--- src/rtl/dispatch_ctrl_pkg.sv ---
// Shared types and default sizing for the dispatch stage between rename and
// the ALU / branch / LSU reservation stations.
package dispatch_ctrl_pkg;

  typedef enum logic [1:0] {
    FU_ALU = 2'b00,
    FU_BR  = 2'b01,
    FU_LSU = 2'b10,
    FU_RSV = 2'b11
  } fu_type_e;

  typedef enum logic {
    ST_EMPTY = 1'b0,
    ST_HELD  = 1'b1
  } hold_state_e;

  localparam int unsigned PREG_W           = 7;
  localparam int unsigned ROB_TAG_W        = 4;
  localparam int unsigned DEF_UOP_W        = 80;
  localparam int unsigned DEF_ALU_RS_DEPTH = 8;
  localparam int unsigned DEF_BR_RS_DEPTH  = 4;
  localparam int unsigned DEF_LSU_RS_DEPTH = 8;
  localparam int unsigned DEF_ROB_DEPTH    = 16;
  localparam int unsigned STALL_W          = 16;

  // Reserved futype has no dedicated station; it is executed by the ALU.
  function automatic fu_type_e route_fu(input logic [1:0] fu);
    return (fu == 2'b11) ? FU_ALU : fu_type_e'(fu);
  endfunction

endpackage

--- src/rtl/dispatch_ctrl_if.sv ---
// Rename-side handshake plus reservation-station write / credit-return bus.
interface dispatch_ctrl_if #(
  parameter int unsigned UOP_W = dispatch_ctrl_pkg::DEF_UOP_W
);

  logic             in_valid;
  logic             in_ready;
  logic [1:0]       in_futype;
  logic [UOP_W-1:0] in_uop;

  logic             alu_valid;
  logic             br_valid;
  logic             lsu_valid;
  logic [UOP_W-1:0] rs_uop;

  logic             alu_issue;
  logic             br_issue;
  logic             lsu_issue;
  logic             rob_commit;
  logic             flush;

  // Dispatch stage side.
  modport master (
    input  in_valid, in_futype, in_uop,
    input  alu_issue, br_issue, lsu_issue, rob_commit, flush,
    output in_ready, alu_valid, br_valid, lsu_valid, rs_uop
  );

  // Rename / RS / ROB side.
  modport slave (
    output in_valid, in_futype, in_uop,
    output alu_issue, br_issue, lsu_issue, rob_commit, flush,
    input  in_ready, alu_valid, br_valid, lsu_valid, rs_uop
  );

endinterface

--- src/rtl/dispatch_ctrl_credit_counter.sv ---
// Free-slot credit counter: starts full, spends on dispatch, refills on
// issue/commit, and snaps back to full when the downstream queue flushes.
module dispatch_ctrl_credit_counter #(
  parameter  int unsigned DEPTH = 8,
  localparam int unsigned CW    = $clog2(DEPTH + 1)
) (
  input  logic          clk,
  input  logic          rst_n,
  input  logic          dec,
  input  logic          inc,
  input  logic          flush,
  output logic [CW-1:0] count
);

  logic [CW-1:0] count_d;

  // Equal dec and inc cancel; a return at full is dropped rather than wrapping.
  always_comb begin
    count_d = count;
    if (flush) begin
      count_d = CW'(DEPTH);
    end else if (inc && !dec) begin
      if (count != CW'(DEPTH)) count_d = count + CW'(1);
    end else if (dec && !inc) begin
      if (count != '0) count_d = count - CW'(1);
    end
  end

  always_ff @(posedge clk or negedge rst_n) begin
    if (!rst_n) count <= CW'(DEPTH);
    else        count <= count_d;
  end

  credit_return_at_full: assert property (
    @(posedge clk) disable iff (!rst_n)
      !(inc && !dec && !flush && (count == CW'(DEPTH))))
    else $warning("%m: credit returned while counter already at depth");

endmodule

--- src/rtl/dispatch_ctrl.sv ---
// One-entry dispatch hold register that steers a renamed uop to the ALU,
// branch or LSU reservation station once both RS and ROB credit exist.
module dispatch_ctrl
  import dispatch_ctrl_pkg::*;
#(
  parameter int unsigned ALU_RS_DEPTH = DEF_ALU_RS_DEPTH,
  parameter int unsigned BR_RS_DEPTH  = DEF_BR_RS_DEPTH,
  parameter int unsigned LSU_RS_DEPTH = DEF_LSU_RS_DEPTH,
  parameter int unsigned ROB_DEPTH    = DEF_ROB_DEPTH,
  parameter int unsigned UOP_W        = DEF_UOP_W
) (
  input  logic                clk,
  input  logic                reset,
  dispatch_ctrl_if.master     bus,
  output logic [STALL_W-1:0]  stall_rs_cnt,
  output logic [STALL_W-1:0]  stall_rob_cnt
);

  localparam int unsigned ALU_CW = $clog2(ALU_RS_DEPTH + 1);
  localparam int unsigned BR_CW  = $clog2(BR_RS_DEPTH + 1);
  localparam int unsigned LSU_CW = $clog2(LSU_RS_DEPTH + 1);
  localparam int unsigned ROB_CW = $clog2(ROB_DEPTH + 1);

  hold_state_e      state_q;
  hold_state_e      state_d;
  fu_type_e         hold_fu_q;
  logic [UOP_W-1:0] hold_uop_q;

  logic [ALU_CW-1:0] alu_cnt;
  logic [BR_CW-1:0]  br_cnt;
  logic [LSU_CW-1:0] lsu_cnt;
  logic [ROB_CW-1:0] rob_cnt;

  logic hold_valid;
  logic sel_nz;
  logic rob_nz;
  logic fire;
  logic ready;
  logic accept;
  logic alu_fire;
  logic br_fire;
  logic lsu_fire;
  logic stall_rs;
  logic stall_rob;

  assign hold_valid = (state_q == ST_HELD);
  assign rob_nz     = (rob_cnt != '0);

  // Credit of the station the held uop is headed for.
  always_comb begin
    sel_nz = (alu_cnt != '0);
    unique case (hold_fu_q)
      FU_BR:   sel_nz = (br_cnt != '0);
      FU_LSU:  sel_nz = (lsu_cnt != '0);
      default: sel_nz = (alu_cnt != '0);
    endcase
  end

  always_ff @(posedge clk or negedge reset) begin
    if (!reset) state_q <= ST_EMPTY;
    else        state_q <= state_d;
  end

  // Flush wins over everything; a fire with a same-cycle accept stays HELD.
  always_comb begin
    state_d = state_q;
    fire    = hold_valid & sel_nz & rob_nz & ~bus.flush;
    ready   = ~bus.flush & (~hold_valid | fire);
    accept  = bus.in_valid & ready;
    unique case (state_q)
      ST_EMPTY: begin
        if (accept) state_d = ST_HELD;
      end
      ST_HELD: begin
        if (bus.flush)            state_d = ST_EMPTY;
        else if (fire && !accept) state_d = ST_EMPTY;
      end
      default: state_d = ST_EMPTY;
    endcase
  end

  always_ff @(posedge clk or negedge reset) begin
    if (!reset) begin
      hold_fu_q  <= FU_ALU;
      hold_uop_q <= '0;
    end else if (accept) begin
      hold_fu_q  <= route_fu(bus.in_futype);
      hold_uop_q <= bus.in_uop;
    end
  end

  assign alu_fire = fire & (hold_fu_q == FU_ALU);
  assign br_fire  = fire & (hold_fu_q == FU_BR);
  assign lsu_fire = fire & (hold_fu_q == FU_LSU);

  assign bus.in_ready  = ready;
  assign bus.alu_valid = alu_fire;
  assign bus.br_valid  = br_fire;
  assign bus.lsu_valid = lsu_fire;
  assign bus.rs_uop    = hold_uop_q;

  dispatch_ctrl_credit_counter #(.DEPTH(ALU_RS_DEPTH)) u_alu_credit (
    .clk   (clk),
    .rst_n (reset),
    .dec   (alu_fire),
    .inc   (bus.alu_issue),
    .flush (bus.flush),
    .count (alu_cnt)
  );

  dispatch_ctrl_credit_counter #(.DEPTH(BR_RS_DEPTH)) u_br_credit (
    .clk   (clk),
    .rst_n (reset),
    .dec   (br_fire),
    .inc   (bus.br_issue),
    .flush (bus.flush),
    .count (br_cnt)
  );

  dispatch_ctrl_credit_counter #(.DEPTH(LSU_RS_DEPTH)) u_lsu_credit (
    .clk   (clk),
    .rst_n (reset),
    .dec   (lsu_fire),
    .inc   (bus.lsu_issue),
    .flush (bus.flush),
    .count (lsu_cnt)
  );

  dispatch_ctrl_credit_counter #(.DEPTH(ROB_DEPTH)) u_rob_credit (
    .clk   (clk),
    .rst_n (reset),
    .dec   (fire),
    .inc   (bus.rob_commit),
    .flush (bus.flush),
    .count (rob_cnt)
  );

  // RS starvation is reported ahead of ROB starvation; the two never overlap.
  assign stall_rs  = hold_valid & ~sel_nz;
  assign stall_rob = hold_valid & sel_nz & ~rob_nz;

  always_ff @(posedge clk or negedge reset) begin
    if (!reset) begin
      stall_rs_cnt  <= '0;
      stall_rob_cnt <= '0;
    end else begin
      if (stall_rs && (stall_rs_cnt != '1))   stall_rs_cnt  <= stall_rs_cnt + STALL_W'(1);
      if (stall_rob && (stall_rob_cnt != '1)) stall_rob_cnt <= stall_rob_cnt + STALL_W'(1);
    end
  end

endmodule

--- src/flat_wrapper.sv ---
// flat-port wrapper written by rule: the top's interface ports become plain ports
module dispatch_ctrl_flat import dispatch_ctrl_pkg::*;
#(
  parameter int unsigned ALU_RS_DEPTH = DEF_ALU_RS_DEPTH,
  parameter int unsigned BR_RS_DEPTH  = DEF_BR_RS_DEPTH,
  parameter int unsigned LSU_RS_DEPTH = DEF_LSU_RS_DEPTH,
  parameter int unsigned ROB_DEPTH    = DEF_ROB_DEPTH,
  parameter int unsigned UOP_W        = DEF_UOP_W
)
  (clk, reset, stall_rs_cnt, stall_rob_cnt, bus_in_valid, bus_in_futype, bus_in_uop, bus_alu_issue, bus_br_issue, bus_lsu_issue, bus_rob_commit, bus_flush, bus_in_ready, bus_alu_valid, bus_br_valid, bus_lsu_valid, bus_rs_uop);
  dispatch_ctrl_if #(.UOP_W(UOP_W)) bus_i ();
  input  logic clk;
  input  logic reset;
  output logic [STALL_W-1:0] stall_rs_cnt;
  output logic [STALL_W-1:0] stall_rob_cnt;
  input wire logic [$bits(bus_i.in_valid)-1:0] bus_in_valid;
  input wire logic [$bits(bus_i.in_futype)-1:0] bus_in_futype;
  input wire logic [$bits(bus_i.in_uop)-1:0] bus_in_uop;
  input wire logic [$bits(bus_i.alu_issue)-1:0] bus_alu_issue;
  input wire logic [$bits(bus_i.br_issue)-1:0] bus_br_issue;
  input wire logic [$bits(bus_i.lsu_issue)-1:0] bus_lsu_issue;
  input wire logic [$bits(bus_i.rob_commit)-1:0] bus_rob_commit;
  input wire logic [$bits(bus_i.flush)-1:0] bus_flush;
  output wire logic [$bits(bus_i.in_ready)-1:0] bus_in_ready;
  output wire logic [$bits(bus_i.alu_valid)-1:0] bus_alu_valid;
  output wire logic [$bits(bus_i.br_valid)-1:0] bus_br_valid;
  output wire logic [$bits(bus_i.lsu_valid)-1:0] bus_lsu_valid;
  output wire logic [$bits(bus_i.rs_uop)-1:0] bus_rs_uop;
  assign bus_i.in_valid = bus_in_valid;
  assign bus_i.in_futype = bus_in_futype;
  assign bus_i.in_uop = bus_in_uop;
  assign bus_i.alu_issue = bus_alu_issue;
  assign bus_i.br_issue = bus_br_issue;
  assign bus_i.lsu_issue = bus_lsu_issue;
  assign bus_i.rob_commit = bus_rob_commit;
  assign bus_i.flush = bus_flush;
  assign bus_in_ready = bus_i.in_ready;
  assign bus_alu_valid = bus_i.alu_valid;
  assign bus_br_valid = bus_i.br_valid;
  assign bus_lsu_valid = bus_i.lsu_valid;
  assign bus_rs_uop = bus_i.rs_uop;
  dispatch_ctrl #(.ALU_RS_DEPTH(ALU_RS_DEPTH), .BR_RS_DEPTH(BR_RS_DEPTH), .LSU_RS_DEPTH(LSU_RS_DEPTH), .ROB_DEPTH(ROB_DEPTH), .UOP_W(UOP_W)) u_core (.clk(clk), .reset(reset), .bus(bus_i), .stall_rs_cnt(stall_rs_cnt), .stall_rob_cnt(stall_rob_cnt));
endmodule
--- config.mk ---
export PLATFORM = sky130hd
export DESIGN_NAME = dispatch_ctrl_flat
export DESIGN_NICKNAME = d
export VERILOG_FILES = /design/src/rtl/dispatch_ctrl_pkg.sv /design/src/rtl/dispatch_ctrl_if.sv /design/src/rtl/dispatch_ctrl_credit_counter.sv /design/src/rtl/dispatch_ctrl.sv /design/src/flat_wrapper.sv
export SDC_FILE = /design/constraint.sdc
export NUM_CORES = 1
export LEC_CHECK = 0
export ABC_AREA = 1
export CORE_ASPECT_RATIO = 0.9
export CORE_MARGIN = 2
export CORE_UTILIZATION = 42
export DETAILED_ROUTE_END_ITERATION = 10
export PLACE_DENSITY = 0.74
export SYNTH_ARGS = -nofsm -noshare
export SYNTH_HDL_FRONTEND = slang
export SYNTH_SLANG_ARGS = --single-unit
--- constraint.sdc ---
create_clock -name clk -period 2.3 [get_ports clk]
set_input_delay 0.575 -clock clk [delete_from_list [all_inputs] [get_ports clk]]
set_output_delay 0.575 -clock clk [all_outputs]
set_load 0.02 [all_outputs]
==> summary.md <==
| Metric | Value |
|---|---|
| Gate Count Post-Synth | `about 740` |
| Slowest cell on crit path | `dfrtp_1` |
| Initial DRC Count | `389` |
| Static Leakage | `between 4 and 5 nW` |
| Clock Path Buffers | `2` |
| Hold violation total from the final report | `0` |
| Die area | `approximately 0.016 mm²` |
| Routed via count | `~5700` |
| Unrepaired setup endpoints after global routing | `yes` |
| Root buf cell | `clkbuf_16` |
| Failing checks | `negative setup slack` |
| Setup ws final | `-187 ps` |
| Largest stage delay on the critical path | `around 360 ps` |
| Critical path startpoint category | `register` |
| Antenna diodes | `0` |
| CTS sink count | `approximately 130` |
| IO Pins | `between 200 and 250` |
| Top FF cell, synth | `dfrtp_1` |
| GPL Wtd Cong | `approximately 0.84` |
| F_max | `between 400 and 500 MHz` |
| Starting Density | `42.8%` |
| Synth unique cells | `39` |
| Share of layout cells above drive strength 1 | `18.6%` |
| Arrival @ worst endpoint | `1910 ps` |
| Least-Margin Pin Slew | `476 ps` |
| DR DRC count | `0` |
| Final core occ | `67.2%` |
| Tmin final | `roughly 2500 ps` |
| Pwr Density | `slightly below 1000 mW/mm²` |
| Syn_nets | `between 800 and 900` |
| Final #Nets | `~1100` |
| Post-synthesis cell area | `about 0.0063 mm²` |
| Max transition margin | `between 60 and 70%` |
| Fin crit share | `108%` |
| Post-CTS Hold Buffers | `0` |
| CTS tree | `done` |
| Clock latency at the later pin of the worst-skew pair | `420 ps` |
| Final setup vio count | `9` |
| GRT Resource Usage Total | `a little over a fifth` |
| Total Routed Length | `about 17000 µm` |
| First-pass GRT wire length | `27700 µm` |
| Hold/Removal Path Class | `in2async` |
| Delay-heaviest family, CP | `simple AND/OR/NAND/NOR gates` |
| Wire per inst | `~14 µm` |
| Post-route ant nets | `0` |
| YS warnings | `0` |
| Worst-path maximum fanout | `3` |
| CP Class | `reg2out` |
| Row Count | `between 40 and 50` |
| Status | `finished, violations left` |
| Setup Skew | `about 9.5 ps` |
| Vias in the first global route | `~5700` |
| Initial antenna violation count | `0` |
| Vert. Die Dim | `~120 µm` |
| FF+latch count, synth | `~130` |
| Total grt overflow | `0` |
| Critical path buffer and inverter count | `3` |
| EDFF count, synth | `0` |
| Clock transition at the registers of the reported paths | `roughly 60 ps` |
| Via/cell ratio | `about 4.7` |
| Total core area | `0.0147 mm²` |
| Fillers | `between 1000 and 1500` |
| Seq/Total Area, Yosys | `between 50% and 60%` |
| Worst-path cell chain | `inv_2 -> ha_4 -> inv_2 -> nand4_4 -> nand3_4 -> nor2_4 -> nand2_4 -> nor2_4 -> buf_6` |
| Max-Cap Viols | `0` |
| Largest cells by area after synthesis | `dfrtp_1, nand2_1, inv_1, xor2_1, ha_1` |
| Drt pass-1 iters | `4` |
| IO buf count | `between 200 and 250` |
| Yosys top cell area share | `about half` |
| Die width | `between 100 and 150 µm` |
| Slew Viols, Final | `0` |
| Synth area leader | `dfrtp_1` |
| Largest net degree at the start of global routing | `78` |
| Peak supply drop | `~0.00055 V` |
| Post-synth ARST share | `between 90% and 100%` |
| Critical Path RT | `about 1700 ps` |
| Layout area overhead | `57.0%` |
| HPWL Detailed | `~12000 µm` |
| CP Capture Type | `output port` |
| Pre-CTS setup slack | `-372 ps` |
| Synth Area per Inst | `approximately 8.5 µm²` |
| CTS Buf Count | `17` |
| CTS HTree Levels | `4` |
| Tot Pwr | `0.00963 W` |
[placed cells by master (no fill, tap or decap), types with 8 or more instances in the layout]
| cell type | n |
|---|---|
| nand2_1 | 319 |
| clkdlybuf4s50_1 | 200 |
| dfrtp_1 | 127 |
| buf_4 | 60 |
| inv_1 | 37 |
| nor2_1 | 33 |
| nand3_1 | 27 |
| xor2_1 | 19 |
| clkbuf_16 | 17 |
| inv_2 | 15 |
| xnor2_1 | 13 |
| nand2_2 | 12 |
| o21ai_1 | 10 |
| o21ai_0 | 10 |
| buf_6 | 10 |
| nand4_1 | 9 |
| nor2_4 | 8 |
| nor2_2 | 8 |
[final timing paths]
path	depth (start not counted)	start	slack, ps	to
min in group clk	2	u_core.bus.rs_uop[77]$_DFFE_PN0P_	480	u_core.bus.rs_uop[77]$_DFFE_PN0P_
worst min-delay path	1	reset	100	u_core.u_lsu_credit.count[1]$_DFFE_PN0P_
worst max-delay path	9	u_core.hold_fu_q[0]$_DFFE_PN0P_	-190	bus_alu_valid
worst min register to register	2	u_core.bus.rs_uop[77]$_DFFE_PN0P_	480	u_core.bus.rs_uop[77]$_DFFE_PN0P_
max in group asynchronous	2	reset	1560	u_core.bus.rs_uop[53]$_DFFE_PN0P_
worst max register to register	19	u_core.hold_fu_q[0]$_DFFE_PN0P_	-100	u_core.u_alu_credit.count[3]$_DFFE_PN1P_
[cell type report]
type / instances / area, µm² / area share (%)
Sequential cell: 131 / 3280 / 33.3
Multi-Input combinational cell: 529 / 2890 / 29.3
Timing Repair Buffer: 275 / 2670 / 27.0
Clock buffer: 19 / 433 / 4.39
Tap cell: 198 / 248 / 2.51
Inverter: 55 / 211 / 2.15
Clock inverter: 13 / 128 / 1.29
[synth_stat cells, types with 2 or more instances]
cell type and n:
ha_1 13, dfstp_2 4, dfrtp_1 127, nor3_1 5
xor2_1 19, o21ai_0 13, nor2_2 8, xnor2_1 13
buf_2 17, a21oi_1 11, nand3_4 2, nand2_1 323
nor4_1 2, nor2_4 5, nand3_2 3, nand3_1 31
nand4_2 2, nand2_4 2, inv_2 7, nor2_1 36
nor3_4 2, o21ai_1 7, fa_1 4, nand4_1 9
inv_1 46, nand2_2 10, clkbuf_1 2
[sequential cells by signal, indices dropped and copies added, names as in the netlist]
register / count
u_core.bus.rs_uop: 80
u_core.hold_fu_q: 2
u_core.hold_valid: 1
u_core.stall_rob_cnt: 16
u_core.stall_rs_cnt: 16
u_core.u_alu_credit.count: 4
u_core.u_br_credit.count: 3
u_core.u_lsu_credit.count: 4
u_core.u_rob_credit.count: 5
[through the flow]
step	cell area (µm²)	cells	hold WS (ps)	setup TNS [ps]
2_1_floorplan	6320	735	279	-144
3_3_place_gp	9000	1173	461	-3180
3_5_place_dp	9000	1173	464	-3440
4_1_cts	9710	1214	105	-408
5_1_grt	9860	1220	135	-2190
6_report	9860	1220	100	-702
[repair_timing]
item,in CTS,in global routing
buffers inserted,9,7
gates resized for setup,45,26
pin swaps,12,26
gates cloned,0,0
endpoints found under the setup margin,13,19
[power breakdown]
part | switching [W] | internal [W]
combinational | 0.00200 | 0.00184
clock | 0.00108 | 0.00150
sequential | 0.000358 | 0.00285
[layer usage]
metal  share of wire, %  global-route usage (%)  vias to the layer above
li1                   -                       -                     2837
met1                 41                    26.6                     2656
met3                7.6                    7.18                       29
met2                 49                    36.0                      181
met4                2.0                    8.53                        0
met5                  0                       0                        -
[kinds of logic after synthesis]
logic type      after synthesis  synth area share [%]
simple gates                443                  31.0
flops                       131                  52.3
buf+inv                      75                  4.92
compound gates               36                  3.23
xor+xnor                     32                  4.46
fa+ha+maj                    17                  3.87
mux                           1                 0.179
Power figures use the tool's default switching activity.
